===== config.mk =====
export PLATFORM = sky130hd
export DESIGN_NAME = fetch_flat
export DESIGN_NICKNAME = d
export VERILOG_FILES = /design/src/rtl/common.sv /design/src/rtl/pipes.sv /design/src/rtl/fetch_if.sv /design/src/rtl/pcreg.sv /design/src/rtl/fetch.sv /design/src/flat_wrapper.sv
export SDC_FILE = /design/constraint.sdc
export NUM_CORES = 1
export LEC_CHECK = 0
export CAP_MARGIN = 10
export CORE_MARGIN = 2
export CORE_UTILIZATION = 43
export DETAILED_ROUTE_END_ITERATION = 8
export GPL_TIMING_DRIVEN = 1
export PLACE_DENSITY = 0.79
export RECOVER_POWER = 50
export SLEW_MARGIN = 15
export SYNTH_ARGS = -nofsm -noshare
export SYNTH_HDL_FRONTEND = slang
export SYNTH_SLANG_ARGS = --single-unit

===== constraint.sdc =====
create_clock -name clk -period 3.5 [get_ports clk]
set_input_delay 0.35 -clock clk [delete_from_list [all_inputs] [get_ports clk]]
set_output_delay 0.35 -clock clk [all_outputs]
set_load 0.02 [all_outputs]

===== src/rtl/common.sv =====
// Shared scalar and bus types used across the pipeline.
// Instruction-bus and fetch-to-decode bundles live here.
package common;

   typedef logic [63:0] u64;

   localparam u64 PCINIT = 64'h8000_0000;

   typedef struct packed {
      logic valid;
      u64   addr;
   } ibus_req_t;

   typedef struct packed {
      logic        data_ok;
      logic [31:0] data;
   } ibus_resp_t;

   typedef struct packed {
      logic        valid;
      u64          pc;
      logic [31:0] raw_instr;
   } fetch_data_t;

endpackage


===== src/rtl/pipes.sv =====
// Pipeline-stage control types.
// Fetch FSM state encoding.
package pipes;

   typedef enum logic [1:0] {
      IDLE,
      FETCH,
      DISCARD
   } fetch_state_t;

endpackage


===== src/rtl/fetch_if.sv =====
// Fetch stage boundary: instruction bus, decode handoff and redirect.
// master is the fetch side, slave is the bus/decode environment.
interface fetch_if
   import common::*;
   ();

   ibus_req_t   ireq;
   ibus_resp_t  iresp;
   logic        stall;
   logic        redirect;
   u64          redirect_pc;
   fetch_data_t dataF;
   logic        busy;

   modport master (
      output ireq, dataF, busy,
      input  iresp, stall, redirect, redirect_pc
   );

   modport slave (
      input  ireq, dataF, busy,
      output iresp, stall, redirect, redirect_pc
   );

endinterface


===== src/rtl/pcreg.sv =====
// Next-fetch-address register with its reset/redirect/+4 mux.
// Redirect wins over sequential advance; +4 wraps naturally.
module pcreg
   import common::*;
#(
   parameter u64 PC_INIT = PCINIT
) (
   input  logic clk,
   input  logic reset,
   input  logic redirect,
   input  u64   redirect_pc,
   input  logic advance,
   input  u64   base,
   output u64   pc
);

   always_ff @(posedge clk) begin
      if (reset)
         pc <= PC_INIT;
      else if (redirect)
         pc <= redirect_pc;
      else if (advance)
         pc <= base + 64'd4;
   end

endmodule


===== src/rtl/fetch.sv =====
// Instruction fetch stage: one outstanding bus request, one output slot.
// Redirects squash the slot and any in-flight response.
module fetch
   import common::*;
   import pipes::*;
#(
   parameter u64 PC_INIT = PCINIT
) (
   input logic      clk,
   input logic      reset,
   fetch_if.master  bus
);

   fetch_state_t state;
   fetch_data_t  slot;
   logic         req_valid;
   u64           req_addr;
   u64           pc;

   logic consume;
   logic slot_free;
   logic advance;

   assign consume   = slot.valid & ~bus.stall;
   assign slot_free = ~slot.valid | consume;
   assign advance   = (state == FETCH) & bus.iresp.data_ok & ~bus.redirect;

   pcreg #(.PC_INIT(PC_INIT)) u_pcreg (
      .clk         (clk),
      .reset       (reset),
      .redirect    (bus.redirect),
      .redirect_pc (bus.redirect_pc),
      .advance     (advance),
      .base        (req_addr),
      .pc          (pc)
   );

   // The request is held unchanged until data_ok, even across redirects.
   always_ff @(posedge clk) begin
      if (reset) begin
         state     <= IDLE;
         req_valid <= 1'b0;
         req_addr  <= PC_INIT;
         slot      <= '0;
      end else begin
         if (consume || bus.redirect)
            slot.valid <= 1'b0;
         case (state)
            IDLE: begin
               if (slot_free && !bus.redirect) begin
                  req_addr  <= pc;
                  req_valid <= 1'b1;
                  state     <= FETCH;
               end
            end
            FETCH: begin
               if (bus.iresp.data_ok) begin
                  req_valid <= 1'b0;
                  state     <= IDLE;
                  if (!bus.redirect)
                     slot <= '{valid: 1'b1, pc: req_addr,
                               raw_instr: bus.iresp.data};
               end else if (bus.redirect) begin
                  state <= DISCARD;
               end
            end
            DISCARD: begin
               if (bus.iresp.data_ok) begin
                  req_valid <= 1'b0;
                  state     <= IDLE;
               end
            end
            default: begin
               req_valid <= 1'b0;
               state     <= IDLE;
            end
         endcase
      end
   end

   assign bus.ireq.valid = req_valid;
   assign bus.ireq.addr  = req_addr;
   assign bus.dataF      = slot;
   assign bus.busy       = req_valid;

endmodule


===== src/flat_wrapper.sv =====
// flat-port wrapper written by rule: the top's interface ports become plain ports
module fetch_flat import common::*; import pipes::*;
#(
   parameter u64 PC_INIT = PCINIT
)
  (clk, reset, bus_ireq, bus_dataF, bus_busy, bus_iresp, bus_stall, bus_redirect, bus_redirect_pc);
  fetch_if bus_i ();
  input logic clk;
  input logic reset;
  output wire logic [$bits(bus_i.ireq)-1:0] bus_ireq;
  output wire logic [$bits(bus_i.dataF)-1:0] bus_dataF;
  output wire logic [$bits(bus_i.busy)-1:0] bus_busy;
  input wire logic [$bits(bus_i.iresp)-1:0] bus_iresp;
  input wire logic [$bits(bus_i.stall)-1:0] bus_stall;
  input wire logic [$bits(bus_i.redirect)-1:0] bus_redirect;
  input wire logic [$bits(bus_i.redirect_pc)-1:0] bus_redirect_pc;
  assign bus_ireq = bus_i.ireq;
  assign bus_dataF = bus_i.dataF;
  assign bus_busy = bus_i.busy;
  assign bus_i.iresp = bus_iresp;
  assign bus_i.stall = bus_stall;
  assign bus_i.redirect = bus_redirect;
  assign bus_i.redirect_pc = bus_redirect_pc;
  fetch #(.PC_INIT(PC_INIT)) u_core (.clk(clk), .reset(reset), .bus(bus_i));
endmodule

==> flow_summary_export.csv <==
group,metric,value,unit
outcome,status,"finished with violations",
outcome,violations,"capacitance limit, slew limit",
setup_path,rrSetupSlack,480,ps
clock_network,cts_buffers,25,
final_layout,n_fill_cell,1994,
global_routing,busiest_layer,"met2",
route,drc,0,
power_and_ir_drop,switching_share,26.6,%
route,drt-vias-per-instance,5.42,
synth,ys_seq_area_share,46.9,%
timing,rsz0062_at_grt,"no",
power_and_ir_drop,power_density,463,mW/mm2
power_and_ir_drop,p_int,4520,uW
die,dieWidth,154,um
synth,synth_fp_nets,1395,
global_routing,globalRouteTotalUtil,24.8,%
synth,netlist_area,0.00974,mm2
synth,synth-main-ff-cell,"dfxtp_1",
synth,ys_types,49,
clock_network,cts_tree,"built",
setup_path,cp-end-kind,"flop",
route,vias,9780,
worst_hold_path,hp-class,"input pin to flop",
route,antenna_left,0,
placement,portBuffers,263,
setup_path,critical_path_class,"flop to flop",
flow_run,maxCapViolations,1,
die,io-pin-count,264,
synth,synth_edf_count,0,
placement,place_ws,580,ps
global_routing,gr-usage-met2,41.4,%
clock_network,root_buffer,"clkbuf_16",
global_routing,first_global_vias,9081,
clock_network,clk_pin_slew_worst_paths,60,ps
clock_network,cts_max_level,1,
final_layout,layout.nets,1607,
synth,avgSynthCellArea,7.56,um2
global_routing,antenna_found_initial,1,
route,drt-pass1-iter-count,6,
timing,worst_clock_skew,18.1,ps
clock_network,cts_sinks,228,
timing,setup_ws,477,ps
clock_network,post_cts_resized,0,
setup_path,cp.arrival,3460,ps
timing,finalSetupTns,0,ps
clock_network,post_cts_buffers,0,
die,core,0.0224,mm2
clock_network,holdBufCountCts,0,
timing,finalMaxSlewViolations,47,
power_and_ir_drop,p_seq_share,45.5,%
setup_path,startpoint_type,"flop",
global_routing,gr-usage-met3,4.62,%
route,wire_per_inst,17.1,um
placement,place.gp.congestion,0.888,
power_and_ir_drop,vdd_drop_max,0.000375,V
die,die_height,154,um
route,routed_wl,30800,um
synth,yosys_warnings,0,
synth,syn_inst,1289,
timing,fin_crit_sh,86.4,%
global_routing,grtUsageMet1,32.6,%
power_and_ir_drop,p_leak,0.00491,uW
final_layout,fin_cells,1803,
timing,setup-violations-final,0,
timing,finalCriticalPeriod,3020,ps
clock_network,clk_latency,520,ps
power_and_ir_drop,combPwrFrac,13.6,%
clock_network,ctsLongestPathBuffers,3,
placement,hpwl,20100,um
setup_path,crit_fanout,9,
setup_path,critical_path_required,3930,ps
final_layout,drive_gt1_share,4.28,%
die,rows,55,
global_routing,grt-ovfl-total,0,
timing,hold_viol_final,0,
power_and_ir_drop,pwr-share-clk,40.9,%
timing,slew_headroom,-28.2,%
placement,dp.cells,1759,
final_layout,syn2layout_area_growth,36.7,%
synth,ys_ff_latch,228,
route,drt_iter0_drc,847,
global_routing,grt_max_degree,216,
synth,async_flop_share,0,%
global_routing,grt_pass1_wl,48400,um
timing,tightest_slew,1920,ps
die,start_util,43.4,%
timing,fmaxAchievable,331,MHz
power_and_ir_drop,power_switching,1640,uW
die,dieArea,0.0239,mm2
==> routing by layer <==
| layer | vias up | wire length, um |
|---|---|---|
| li1 | 4803 | - |
| met1 | 4559 | 13000 |
| met2 | 373 | 14600 |
| met3 | 45 | 2520 |
| met4 | 0 | 754 |
| met5 | - | 0 |
==> state kept, by name, summed over array words and instances (netlist names) <==
signal,cells
u_core.bus.dataF,97
u_core.req_addr,64
u_core.u_pcreg.pc,64
u_core.state,2
u_core.bus.busy,1
==> Yosys cell counts (10+ instances only) <==
| cell type | number | share of area (%) |
|---|---|---|
| nand3_1 | 23 | 1.2 |
| clkbuf_1 | 82 | 3.2 |
| a21oi_1 | 221 | 11 |
| nor2_1 | 76 | 2.9 |
| nand2_1 | 388 | 15 |
| a211oi_1 | 10 | 0.77 |
| and3_1 | 34 | 2.2 |
| xnor2_1 | 32 | 2.9 |
| nor3_1 | 14 | 0.72 |
| dfxtp_1 | 228 | 47 |
| xor2_1 | 16 | 1.4 |
| nand4_1 | 16 | 1.0 |
| nor4_1 | 14 | 0.90 |
| inv_1 | 12 | 0.46 |
| o22ai_1 | 17 | 1.1 |
| o21ai_0 | 19 | 0.98 |
==> worst max-delay path, stage by stage, from the launching register on <==
cell	delay, ps
dfxtp_1	450
ha_1	310
nand4_4	180
or4_1	740
nor4_4	620
nand4_1	200
mux2_4	330
a21oi_2	110
==> power by group through the flow <==
stage	combinational [uW]	clock [uW]	sequential [uW]
finish	839	2520	2800
CTS	849	2580	2800
floorplan	412	0	2900
global placement	836	0	2850
global route	910	2680	2820
detailed placement	844	0	2860
==> cells in the final DEF, fill, tap and decap left out, drive strengths merged, types with 22 or more instances in the layout <==
| cell type | count |
|---|---|
| nor2 | 76 |
| clkdlybuf4s50 | 153 |
| clkbuf | 40 |
| a21oi | 222 |
| nand2 | 388 |
| dlygate4sd3 | 108 |
| xnor2 | 32 |
| dfxtp | 228 |
| o21ai | 22 |
| nand3 | 24 |
| and3 | 34 |
==> cells by family (layout without fill, tap and decap cells) <==
kind of cell | Yosys count | in the layout | synth area share (%)
compound gates | 305 | 305 | 17.3
xor+xnor | 48 | 48 | 4.32
fa+ha+maj | 5 | 5 | 0.642
buf+inv | 106 | 334 | 4.16
flops | 228 | 228 | 46.9
mux | 2 | 2 | 0.257
other cells | 0 | 1 | 0
simple gates | 595 | 595 | 26.5
==> area by class of cell <==
| class | count | area [um2] | area share [%] |
|---|---|---|---|
| repair buffers | 279 | 2780 | 20.9 |
| multi-input cells | 955 | 4780 | 35.9 |
| clock inverters | 5 | 60.1 | 0.451 |
| diodes | 1 | 2.50 | 0.0188 |
| well taps | 285 | 357 | 2.68 |
| inverters | 12 | 45.0 | 0.338 |
| flip-flops and latches | 228 | 4560 | 34.3 |
| clock buffers | 38 | 714 | 5.37 |
==> through the flow <==
stage | total power (uW) | util [%] | instance area, um2 | hold slack [ps]
floorplan | 3310 | - | 9740 | 427
global placement | 3690 | 55.9 | 12500 | 431
detailed placement | 3700 | 55.9 | 12500 | 439
CTS | 6230 | 59.4 | 13300 | 358
global route | 6410 | 59.3 | 13300 | 375
finish | 6170 | 59.3 | 13300 | 372
==> worst paths after layout <==
kind / from / end / cells past startpoint
max: u_core.req_addr[2] / u_core.u_pcreg.pc[60] / 7
min: bus_iresp[29] / u_core.bus.dataF[29] / 3
max reg2reg: u_core.req_addr[2] / u_core.u_pcreg.pc[60] / 7
min reg2reg: u_core.u_pcreg.pc[4] / u_core.req_addr[4] / 2
Note: power is estimated with default switching activity, not from simulation.
